`src/rtl/stage_sequencer_if.sv`:
```
// Handshake and status bundle between the stage sequencer and its host.
// The master side drives the memory/debug requests; the slave side reports stage and counters.
interface stage_sequencer_if;
    logic        mem_ready;
    logic        is_mem_instr;
    logic        halt_req;
    logic        step_req;
    logic [4:0]  stage;
    logic        halted;
    logic        retire;
    logic [31:0] cycle_count;
    logic [31:0] instr_count;

    modport master (
        output mem_ready, is_mem_instr, halt_req, step_req,
        input  stage, halted, retire, cycle_count, instr_count
    );

    modport slave (
        input  mem_ready, is_mem_instr, halt_req, step_req,
        output stage, halted, retire, cycle_count, instr_count
    );
endinterface

```
`src/rtl/stage_sequencer.sv`:
```
// Five-stage instruction sequencer with halt control and cycle/retire counters.
// Define STAGE_SEQ_STEP_EN to enable single-stepping out of HALTED on a step_req rising edge.
module stage_sequencer (
    input  logic             clock,
    input  logic             reset,
    stage_sequencer_if.slave bus
);
    // state  | meaning
    // INSTR  | fetch; holds until mem_ready
    // DECODE | single cycle
    // EXE    | single cycle
    // DATA   | single cycle, or holds for mem_ready on a load/store
    // REG    | writeback; retire pulse, halt decision point
    // HALTED | parked until halt_req drops or a step edge arrives
    typedef enum logic [2:0] {
        INSTR  = 3'd0,
        DECODE = 3'd1,
        EXE    = 3'd2,
        DATA   = 3'd3,
        REG    = 3'd4,
        HALTED = 3'd5
    } state_t;

    state_t      state_q;
    state_t      state_d;
    logic [4:0]  stage_q;
    logic        halted_q;
    logic        retire_q;
    logic [31:0] cycle_cnt_q;
    logic [31:0] cycle_cnt_d;
    logic [31:0] instr_cnt_q;
    logic [31:0] instr_cnt_d;
    logic        step_go;

`ifdef STAGE_SEQ_STEP_EN
    logic step_q;

    always_ff @(posedge clock) begin
        if (reset) begin
            step_q <= 1'b0;
        end else begin
            step_q <= bus.step_req;
        end
    end

    assign step_go = bus.step_req & ~step_q;
`else
    logic unused_step_req;

    assign unused_step_req = bus.step_req;
    assign step_go         = 1'b0;
`endif

    function automatic logic [4:0] stage_code(input state_t s);
        logic [4:0] code;
        case (s)
            INSTR:   code = 5'b00001;
            DECODE:  code = 5'b00010;
            EXE:     code = 5'b00100;
            DATA:    code = 5'b01000;
            REG:     code = 5'b10000;
            default: code = 5'b00000;
        endcase
        return code;
    endfunction

    // Halt is only honoured at REG so an instruction in flight always completes.
    always_comb begin
        state_d = INSTR;
        case (state_q)
            INSTR:   state_d = bus.mem_ready ? DECODE : INSTR;
            DECODE:  state_d = EXE;
            EXE:     state_d = DATA;
            DATA:    state_d = (bus.is_mem_instr && !bus.mem_ready) ? DATA : REG;
            REG:     state_d = bus.halt_req ? HALTED : INSTR;
            HALTED:  state_d = (!bus.halt_req || step_go) ? INSTR : HALTED;
            default: state_d = INSTR;
        endcase
    end

    assign cycle_cnt_d = cycle_cnt_q + {31'd0, (state_q != HALTED)};
    assign instr_cnt_d = instr_cnt_q + {31'd0, retire_q};

    // Outputs are decoded from the next state so they line up with state_q.
    always_ff @(posedge clock) begin
        if (reset) begin
            state_q     <= INSTR;
            stage_q     <= 5'b00001;
            halted_q    <= 1'b0;
            retire_q    <= 1'b0;
            cycle_cnt_q <= 32'd0;
            instr_cnt_q <= 32'd0;
        end else begin
            state_q     <= state_d;
            stage_q     <= stage_code(state_d);
            halted_q    <= (state_d == HALTED);
            retire_q    <= (state_d == REG);
            cycle_cnt_q <= cycle_cnt_d;
            instr_cnt_q <= instr_cnt_d;
        end
    end

    assign bus.stage       = stage_q;
    assign bus.halted      = halted_q;
    assign bus.retire      = retire_q;
    assign bus.cycle_count = cycle_cnt_q;
    assign bus.instr_count = instr_cnt_q;
endmodule

```
`src/flat_wrapper.sv`:
```
// flat-port wrapper written by rule: the top's interface ports become plain ports
module stage_sequencer_flat 
  (clock, reset, bus_mem_ready, bus_is_mem_instr, bus_halt_req, bus_step_req, bus_stage, bus_halted, bus_retire, bus_cycle_count, bus_instr_count);
  stage_sequencer_if bus_i ();
  input  logic clock;
  input  logic reset;
  input wire logic [$bits(bus_i.mem_ready)-1:0] bus_mem_ready;
  input wire logic [$bits(bus_i.is_mem_instr)-1:0] bus_is_mem_instr;
  input wire logic [$bits(bus_i.halt_req)-1:0] bus_halt_req;
  input wire logic [$bits(bus_i.step_req)-1:0] bus_step_req;
  output wire logic [$bits(bus_i.stage)-1:0] bus_stage;
  output wire logic [$bits(bus_i.halted)-1:0] bus_halted;
  output wire logic [$bits(bus_i.retire)-1:0] bus_retire;
  output wire logic [$bits(bus_i.cycle_count)-1:0] bus_cycle_count;
  output wire logic [$bits(bus_i.instr_count)-1:0] bus_instr_count;
  assign bus_i.mem_ready = bus_mem_ready;
  assign bus_i.is_mem_instr = bus_is_mem_instr;
  assign bus_i.halt_req = bus_halt_req;
  assign bus_i.step_req = bus_step_req;
  assign bus_stage = bus_i.stage;
  assign bus_halted = bus_i.halted;
  assign bus_retire = bus_i.retire;
  assign bus_cycle_count = bus_i.cycle_count;
  assign bus_instr_count = bus_i.instr_count;
  stage_sequencer u_core (.clock(clock), .reset(reset), .bus(bus_i));
endmodule
```
`config.mk`:
```
export PLATFORM = sky130hd
export DESIGN_NAME = stage_sequencer_flat
export DESIGN_NICKNAME = d
export VERILOG_FILES = /design/src/rtl/stage_sequencer_if.sv /design/src/rtl/stage_sequencer.sv /design/src/flat_wrapper.sv
export SDC_FILE = /design/constraint.sdc
export NUM_CORES = 1
export LEC_CHECK = 0
export BUFFER_PORTS_ARGS = -buffer_cell sky130_fd_sc_hd__buf_2
export CAP_MARGIN = 15
export CELL_PAD_IN_SITES_DETAIL_PLACEMENT = 0
export CELL_PAD_IN_SITES_GLOBAL_PLACEMENT = 1
export CORE_MARGIN = 2
export CORE_UTILIZATION = 40
export DETAILED_ROUTE_END_ITERATION = 12
export PLACE_DENSITY = 0.78
export SYNTH_ARGS = -nofsm -noshare
export SYNTH_HDL_FRONTEND = slang
export SYNTH_SLANG_ARGS = --single-unit
```
`constraint.sdc`:
```
create_clock -name clock -period 2.45 [get_ports clock]
set_input_delay 0.49 -clock clock [delete_from_list [all_inputs] [get_ports clock]]
set_output_delay 0.49 -clock clock [all_outputs]
set_load 0.005 [all_outputs]
```
* Yosys cells after proc, flatten, opt, wreduce, memory -nomap -nowiden *
Index checks and enable logic that the tools add are counted.

word-level totals
  register bits after elaboration = 74
  bits in latches = 0
  bits in writable memories = 0
  bits in read-only memories = 0
  input port bits = 6
  output and inout port bits = 71
  memories kept = 0

cells by class
  add/subtract/negate cells = 2
  multipliers = 0
  divide/modulo/power cells = 0
  order comparisons = 0
  equal/unequal tests = 11
  shift-type cells = 0
  mux-type cells = 5
  bitwise operators = 0
  reductions and logical operators = 5

operators with widths
  operator                                                                count
  32-bit by 1-bit adder with 32-bit output                                2
  5-bit case mux with 5 select lines                                      1
  3-bit case mux with 5 select lines                                      1
  3-bit by 2-bit equality test with 1-bit output (second input constant)  4
  3-bit equality test (second input constant)                             4
  3-bit by 1-bit equality test with 1-bit output (second input constant)  2
  3-bit zero test                                                         2
  3-bit 2-to-1 mux                                                        2
  3-bit != test (second input constant)                                   1
  2-bit OR reduction                                                      1
  1-bit logical AND                                                       1
  1-bit zero test                                                         1
  1-bit 2-to-1 mux                                                        1

* Longest topological paths before layout *
  depth in word-level cells = 6
  gate-level depth with buffers = 9

* Least setup slack after synthesis *
OpenSTA, ideal clock, no wires.

  path type = reg2reg
  from = reg u_core.retire_q, in the netlist u_core.bus.retire
  to = reg u_core.instr_cnt_q[30], in the netlist u_core.bus.instr_count[30]
  setup time = 0.070 ns
  arrival = 2.009 ns
  data required time = 2.380 ns
  path slack = 0.371 ns
  stages on the path, launching flop included = 8
  buffers on the path = 1
  period minus slack after synthesis = 2.079 ns
  cells stage by stage = dfxtp_1 ha_1 ha_1 nand4_1 or3_1 clkbuf_1 or4_1 a21oi_1

between the ends
  word-level cells in the longest chain between the ends = 1

ends and longest elaborated chain
  item                                      line                   text
  start: declaration                        stage_sequencer.sv:28  logic retire_q;
  start signal: assignment                  stage_sequencer.sv:97  retire_q <= (state_d == REG);
  32-bit by 1-bit adder with 32-bit output  stage_sequencer.sv:82  assign instr_cnt_d = instr_cnt_q + {31'd0, retire_q};
  end signal: assignment                    stage_sequencer.sv:99  instr_cnt_q <= instr_cnt_d;
  end: declaration                          stage_sequencer.sv:31  logic [31:0] instr_cnt_q;

Every way passes these cells.
A chain may end at the register's enable or synchronous reset.

* Worst setup path after layout *
  from = reg u_core.cycle_cnt_q[15], in the netlist u_core.bus.cycle_count[15]
  to = reg u_core.cycle_cnt_q[31], in the netlist u_core.bus.cycle_count[31]

between the ends
  word-level cells in the longest chain between the ends = 1

ends and longest elaborated chain
  item                                      line                   text
  start: declaration                        stage_sequencer.sv:29  logic [31:0] cycle_cnt_q;
  start signal: assignment                  stage_sequencer.sv:98  cycle_cnt_q <= cycle_cnt_d;
  32-bit by 1-bit adder with 32-bit output  stage_sequencer.sv:81  assign cycle_cnt_d = cycle_cnt_q + {31'd0, (state_q != HALTED)};

Every way passes these cells.

==> results.toml <==
[outcome]
outcome = "completed"

[final_layout]
antennaDiodeCount = 0
final_common_cell = "buf_2"
layout_common_cells = "75 x buf_2, 73 x dfxtp_1, 36 x a21oi_1"
finish.instance_area_sq_um = 3930
area_delta_synth_final_pct = 20.0
drive_gt1_share_pct = 23.3
nNetsFinal = 455

[yosys]
synth_top_area_cell = "dfxtp_1"
ys_seq_area_share_pct = 44.7
synthFlopType = "dfxtp_1"
ys_warn_count = 0
synth_area_sq_um = 3270
synthTopCellsByArea = "dfxtp_1 45%, or4_1 6.9%, o31ai_1 6.2%"
ys_types = 38
synth_top_area_share_pct = 44.7
synth_area_per_cell_sq_um = 8.84
synth_edf_count = 0
syn_nets = 380
synthArstFlopShare_pct = 0
ys_seq_elements = 73
syn_inst = 370

[timing]
period_minus_slack_ns = 2.26
maxSlewViolCount = 0
finalCritPeriodShare_pct = 92.2
tightest_slew_ns = 0.582
hold_ws_ns = 0.481
fin_ws_ns = 0.190
setup_viol = 0
tns_ns = 0
hold_viol = 0
fin_skew_ns = 0.0138
fmax_mhz = 442
max-slew-margin-rel_pct = 61.2
rsz0062_at_grt = "no"

[pwr]
power_density_nw_per_um2 = 550
power.total_mw = 2.16
peakVddDrop_uv = 287
p_leak_nw = 1.51

[critical_path]
critical_path_arrival_ns = 2.49
worst-setup-path-type = "register to register"
worstSetupStartpointType = "register"
cp_max_fo = 17
critPathCaptureType = "register"
crit_required_ns = 2.68

[clock_tree]
cts_sinks = 73
cts-root-buf = "clkbuf_8"
clk_latency_ns = 0.35
cts-resized-gates = 0
post_cts_buffers = 0
holdBufCountCts = 0
cts_tree = "yes"
cts_buffers = 9
cts-htree-levels = 3
cts_buffer_depth = 2
path_clk_slew_ns = 0.08

[detailed_routing]
avgRoutedWirePerCell_um = 13.7
viasPerCell = 5.43
vias = 2995
drc_errors = 0
drt_first_pass_iters = 4
detail-route-antenna-nets = 0
drt_iter0_markers = 149
drt_wl_total_um = 7580

[run]
cap_viol_max_count = 0

[grt]
grt_antenna_before_repair = 0
grt_pass1_vias = 2639
grt_pass1_wl_um = 12600
grt_max_degree = 41
gr-usage-all-layers_pct = 17.7
gr-total-overflow = 0

[placed_design]
io_buffers = 75
routabilityCongestion = 0.806
dpl_cell_area_sq_um = 3740
dpl.hpwl_um = 5140
preCtsSetupSlack_ns = 0.223

[floorplan]
start_util_pct = 41.9
core_area_sq_um = 7810
placementRows = 32
die_area_sq_um = 8920
io_pins = 77
die_x_um = 94.4
die_y_um = 94.4

[min_path]
hp-class = "register to register"
==> sequential cells by signal, summed over array words and instances (netlist names) <==
name                    flops
u_core.bus.halted           1
u_core.bus.retire           1
u_core.bus.instr_count     32
u_core.bus.stage            4
u_core.bus.cycle_count     32
u_core.state_q              3
==> per-stage QoR <==
stage / utilization, % / cells
floorplan: - / 370
detailed placement: 47.9 / 536
CTS: 50.3 / 552
global route: 50.3 / 552
global placement: 47.9 / 536
finish: 50.3 / 552
==> critical path, stage by stage, from the launching register on <==
cell     delay, ns
dfxtp_1       0.45
nand4_1       0.17
or4_1         0.80
nor4_1        0.36
mux2_2        0.36
==> layer usage <==
layer | global-route usage, % | up-vias | part of all wire [%]
met4 | 5.80 | 0 | 1.5
met3 | 5.11 | 9 | 5.5
li1 | - | 1517 | -
met2 | 28.4 | 66 | 46
met1 | 22.9 | 1403 | 47
met5 | 0 | - | 0
==> worst paths after layout <==
check | startpoint | to | slack [ns] | cells after the start
max | u_core.bus.cycle_count[15] | u_core.bus.cycle_count[31] | 0.19 | 4
min | u_core.bus.instr_count[31] | u_core.bus.instr_count[31] | 0.48 | 2
max reg2reg | u_core.bus.cycle_count[15] | u_core.bus.cycle_count[31] | 0.19 | 4
min reg2reg | u_core.bus.instr_count[31] | u_core.bus.instr_count[31] | 0.48 | 2
==> synth_stat cells (2+ instances only) <==
library cell / number
a21oi_1: 36
nor3_1: 2
xor2_1: 18
inv_1: 9
clkbuf_1: 14
o31ai_1: 27
nand4_1: 15
o21ai_0: 7
mux2_2: 2
nand3_1: 21
dfxtp_1: 73
nor4bb_1: 2
xnor2_1: 6
and4_1: 8
nand2_1: 25
nor2b_1: 8
and3_1: 3
nor2_1: 27
or3_1: 8
ha_1: 4
nor4_1: 4
or4_1: 30
and2_1: 6
==> final cells by class <==
type	count	area, sq um
Clock inverter	5	30.0
Sequential cell	73	1460
Timing Repair Buffer	84	443
Inverter	9	33.8
Fill cell	798	3880
Clock buffer	11	151
Multi-Input combinational cell	268	1680
Tap cell	102	128
==> power breakdown <==
part / internal [mW] / switching (mW) / leakage (nW) / total (mW)
sequential: 1.20 / 0.0120 / 0.590 / 1.21
clock: 0.417 / 0.448 / 0.0911 / 0.866
combinational: 0.0325 / 0.0454 / 0.833 / 0.0779
==> logic make-up after synthesis <==
family | Yosys count | synth area share, %
and+or+nand+nor | 166 | 29.4
AOI/OAI and AO/OA | 72 | 13.2
muxes | 2 | 0.688
DFF | 73 | 44.7
adders and majority gates | 4 | 1.53
xor gates and xnor gates | 24 | 6.42
buffers and inverters | 29 | 4.05
(Power assumes the default switching activity.)
